===== src/rtl/shift_exec_ctrl.sv =====
// shift_exec_ctrl: multi-cycle sequencer for RV32I SLL/SRL/SRA.
// Accepts one shift request, shifts SHIFT_STEP bit positions per cycle and
// returns the result through a valid/ready response port. busy lets the
// pipeline stall while an operation is in flight.
//
// Handshake semantics (both ports): a transfer happens in a cycle where
// valid && ready are both high at the rising edge. The request side is
// sampled only at that edge. The response side holds resp_valid, result and
// resp_err stable until the transfer. Neither valid depends combinationally
// on the matching ready.
//
// SHIFT_STEP must be one of 1, 2, 4, 8, 16, 32.
module shift_exec_ctrl #(
  parameter int SHIFT_STEP = 1
) (
  input  logic        clk,
  input  logic        rst,
  input  logic        flush,
  input  logic        req_valid,
  output logic        req_ready,
  input  logic [2:0]  funct3,
  input  logic        subSra,
  input  logic [31:0] aIn,
  input  logic [4:0]  shamt,
  output logic        resp_valid,
  input  logic        resp_ready,
  output logic        resp_err,
  output logic [31:0] result,
  output logic        busy,
  output logic [1:0]  dbg_state
);

  typedef enum logic [1:0] {
    S_IDLE  = 2'd0,
    S_SHIFT = 2'd1,
    S_DONE  = 2'd2
  } state_t;

  typedef enum logic [1:0] {
    OP_SLL = 2'd0,
    OP_SRL = 2'd1,
    OP_SRA = 2'd2,
    OP_ILL = 2'd3
  } op_t;

  localparam logic [5:0] STEP = 6'(SHIFT_STEP);

  state_t      state, state_next;
  op_t         op, op_next;
  op_t         dec_op;
  logic [31:0] data, data_next;
  logic [5:0]  remaining, remaining_next;
  logic [31:0] result_q, result_next;
  logic [5:0]  step_n;
  logic [31:0] shifted;
  logic        accept;
  logic        resp_fire;

  // Handshake decodes; req_ready is combinational so a flush or reset in
  // the same cycle blocks acceptance.
  assign req_ready  = (state == S_IDLE) && !flush && !rst;
  assign accept     = req_valid && req_ready;
  assign resp_valid = (state == S_DONE);
  assign resp_err   = (state == S_DONE) && (op == OP_ILL);
  assign resp_fire  = resp_valid && resp_ready;
  assign result     = result_q;
  assign busy       = (state != S_IDLE);
  assign dbg_state  = state;

  // Decode the incoming request into an operation class.
  always_comb begin
    dec_op = OP_ILL;
    if (funct3 == 3'b001) begin
      dec_op = OP_SLL;
    end else if (funct3 == 3'b101) begin
      dec_op = subSra ? OP_SRA : OP_SRL;
    end
  end

  // One shift step: never shift past the remaining amount on the last step.
  always_comb begin
    step_n  = (remaining < STEP) ? remaining : STEP;
    shifted = data;
    case (op)
      OP_SLL:  shifted = data << step_n;
      OP_SRL:  shifted = data >> step_n;
      OP_SRA:  shifted = 32'($signed(data) >>> step_n);
      default: shifted = data;
    endcase
  end

  // Next-state and datapath updates; flush overrides the state transition.
  always_comb begin
    state_next     = state;
    op_next        = op;
    data_next      = data;
    remaining_next = remaining;
    result_next    = result_q;
    case (state)
      S_IDLE: begin
        if (accept) begin
          op_next        = dec_op;
          data_next      = aIn;
          remaining_next = {1'b0, shamt};
          if ((shamt == 5'd0) || (dec_op == OP_ILL)) begin
            state_next  = S_DONE;
            result_next = (dec_op == OP_ILL) ? 32'd0 : aIn;
          end else begin
            state_next = S_SHIFT;
          end
        end
      end
      S_SHIFT: begin
        data_next      = shifted;
        remaining_next = remaining - step_n;
        if (remaining_next == 6'd0) begin
          state_next  = S_DONE;
          result_next = shifted;
        end
      end
      S_DONE: begin
        if (resp_fire) begin
          state_next = S_IDLE;
        end
      end
      default: begin
        state_next = S_IDLE;
      end
    endcase
    if (flush) begin
      state_next = S_IDLE;
    end
  end

  // State and datapath registers; reset clears all visible state.
  always_ff @(posedge clk) begin
    if (rst) begin
      state     <= S_IDLE;
      op        <= OP_SLL;
      data      <= 32'd0;
      remaining <= 6'd0;
      result_q  <= 32'd0;
    end else begin
      state     <= state_next;
      op        <= op_next;
      data      <= data_next;
      remaining <= remaining_next;
      result_q  <= result_next;
    end
  end

endmodule


===== config.mk =====
export PLATFORM = sky130hd
export DESIGN_NAME = shift_exec_ctrl
export DESIGN_NICKNAME = d
export VERILOG_FILES = /design/src/rtl/shift_exec_ctrl.sv
export SDC_FILE = /design/constraint.sdc
export NUM_CORES = 1
export LEC_CHECK = 0
export CAP_MARGIN = 0
export CORE_ASPECT_RATIO = 0.8
export CORE_MARGIN = 2
export CORE_UTILIZATION = 57
export DETAILED_ROUTE_END_ITERATION = 16
export PLACE_DENSITY = 0.84
export SLEW_MARGIN = 20
export SYNTH_ARGS = -nofsm -noshare
export SYNTH_HDL_FRONTEND = slang
export SYNTH_SLANG_ARGS = --single-unit

===== constraint.sdc =====
create_clock -name clk -period 5.1 [get_ports clk]
set_clock_uncertainty 0.15 [all_clocks]
set_input_delay 1.53 -clock clk [delete_from_list [all_inputs] [get_ports clk]]
set_output_delay 1.53 -clock clk [all_outputs]
set_load 0.005 [all_outputs]

==> metrics <==
Cells after DPL 710; worst setup path category primary input to primary output; Hold Violations, Final 0; setup_tns 0 ns; crit share post-route 0.858; most used cell along the critical path clkdlybuf4s50_1; initial drt markers 385; CP delay by family, top buffers and inverters; CP Max Fanout 3; Hold Path Class register to register; Finish-stage setup viols 0; switching power 481 uW; diode count 0; Required @ worst endpoint 3.42 ns; GRT Resource Usage Total 0.307; Clock Power Share 0.360; Rel. slew slack 0.481; first-pass GRT wire length 20,200 um; routed vias/inst 6.36; startpoint class of the critical path primary input; Max Freq 0.229 GHz; CTS Buf Count 9; Worst path max stage delay 0.52 ns; Area growth syn-to-layout 24.9%; vias in the first global route 4,193; worst slack, placed 0.711 ns; initial antenna violation count 0; ys flop type dfxtp_1; CP Capture Type primary output; DRC viols 0; DR WL/cell 17.5 um; Final Max Tran Viols 0; Critical-path top delay cell clkdlybuf4s50_1; clock buffer depth 2; cells resized by post-CTS repair 0; DIE AREA 8360 um2; DR vias 4,618; Clock transition at path regs 0.08 ns; setup slack after layout 0.724 ns; Buf/Inv on CP 2; synthesized area per cell 7.76 um2; Seq cells post-synth 74; sw frac 0.297; Async S/R FF share, synth 0; unrepaired setup endpoints after global routing false; CTS tree built; Num Clock Sinks 74; top cell type by total area after synthesis dfxtp_1; leak pwr 1.75 nW; Initial Utilization 0.589; Post-CTS Setup Inserts 0; Synth Net Count 608; worst hold slack 0.348 ns; synthesized netlist cell count 561; most frequent cells after synthesis 93 x nor2_1, 74 x dfxtp_1, 47 x nand2_1, 47 x o21ai_0, 38 x a211oi_1; Int Pwr 1.14 mW; Root Driver clkbuf_8; row count 28; Tmin final 4.38 ns; die width 102 um; crit path cell chain clkdlybuf4s50_1, nor3_1, clkdlybuf4s50_1; post-synthesis cell type count 48; nets@finish 663; RD Place Congestion 0.913; Yosys warnings 0; Max VDD drop 0.207 mV; top-area cell type share of the netlist area 0.340; largest cells by area after synthesis dfxtp_1 34%, nor2_1 8.0%, a311oi_1 6.6%; EDFF count, synth 0; Clock Latency Late Sink 0.36 ns; share of cells above drive strength 1 0.0741; Least-Margin Pin Slew 0.779 ns; wirelength, routed 12,700 um; Final Core Density 0.735; CP arrival 2.70 ns; count leader, synth nor2_1; core area 7390 um2; fin cells 726; H-tree depth 3; Final ANT Viol Nets 0; Die H 82.2 um; largest net degree at the start of global routing 75; Initial DRT Pass Iterations 6; hold-fix buffers at CTS 0; max_cap viols 0; Overflow after GRT 0; Flop pwr share 0.407; pwr dens 297 nW/um2; num ports 84; post-detail-place hpwl 8370 um; status completed; post-synthesis sequential area ratio 0.340; combinational fraction of design power 0.233; port buffer count 83; synthesized area 4350 um2
worst paths after layout:
kind / slack (ns) / from / cells past startpoint / to
max: 0.72 / flush / 3 / req_ready
min reg2reg: 0.35 / result[22]$_SDFFE_PP0P_ / 2 / result[22]$_SDFFE_PP0P_
max reg2reg: 2.00 / remaining[1]$_SDFFE_PP0P_ / 9 / result[11]$_SDFFE_PP0P_
min: 0.35 / result[22]$_SDFFE_PP0P_ / 2 / result[22]$_SDFFE_PP0P_
cell usage in the layout, fill, tap and decap left out, types with 2 or more instances in the layout:
cell / netlist / layout
a22oi_1: 6 / 6
nor4_1: 9 / 9
a2111oi_0: 2 / 2
nor2b_1: 13 / 12
o22ai_1: 11 / 11
nand2b_1: 4 / 3
a2bb2oi_1: 7 / 7
nand2_1: 47 / 47
nor2_2: 1 / 3
o31ai_1: 7 / 7
clkbuf_8: 0 / 11
a211oi_1: 38 / 38
a21oi_1: 22 / 22
buf_4: 0 / 13
dfxtp_1: 74 / 73
nor3b_1: 9 / 9
mux2_2: 5 / 5
clkdlybuf4s50_1: 0 / 82
inv_1: 5 / 5
nor3_1: 15 / 15
or3_1: 3 / 3
and3b_1: 2 / 2
o21a_1: 3 / 3
mux2i_1: 17 / 17
bufinv_16: 0 / 3
o221ai_1: 12 / 12
o21ai_0: 47 / 47
nor2_1: 93 / 91
a32oi_1: 6 / 6
a311oi_1: 33 / 33
worst reg2reg max path, stage by stage, from the launching register on:
cell	delay, ns
dfxtp_1	0.40
nor3_1	0.49
a21o_1	0.20
ha_1	0.28
and4bb_1	0.25
o311ai_1	0.56
a211oi_4	0.14
buf_4	0.27
nor2_1	0.15
a211oi_1	0.07
cells by family (layout without fill, tap and decap cells):
kind of cell    Yosys count  in the layout  share of synthesized area
buf+inv                  57            117                     0.0592
flops                    74             74                      0.340
mux                      22             22                     0.0520
simple gates            203            203                      0.215
fa+ha+maj                 1              1                    0.00287
compound gates          204            204                      0.331
sequential cells by signal, summed over array words and instances, names as in the netlist:
signal     count
dbg_state      2
op             2
remaining      6
data          32
result        32
metal layers:
layer  vias to the layer above  share of wire  global-route usage
met3                        31          0.093              0.0732
met2                       217           0.44               0.478
met1                      2138           0.44               0.411
met5                         -              0                   0
li1                       2232              -                   -
met4                         0          0.021               0.123
power by group through the flow:
stage	clock (mW)	sequential (mW)	combinational [mW]
after floorplan	0	0.662	0.239
after global placement	0	0.667	0.360
after detailed placement	0	0.669	0.371
after CTS	0.587	0.656	0.373
after global routing	0.606	0.663	0.413
final	0.582	0.657	0.377
area by class of cell:
type / instances / area (um2)
multi-input cells: 430 / 2630
repair buffers: 96 / 923
well taps: 105 / 131
flip-flops and latches: 74 / 1480
inverters: 5 / 18.8
clock inverters: 4 / 97.6
clock buffers: 12 / 155
fillers: 593 / 1960
metrics by stage:
step                cell area [um2]  power (mW)
CTS                            5440        1.62
finish                         5440        1.62
global route                   5440        1.68
global placement               5180        1.03
floorplan                      4350       0.900
detailed placement             5180        1.04
Note: power is estimated with default switching activity, not from simulation.
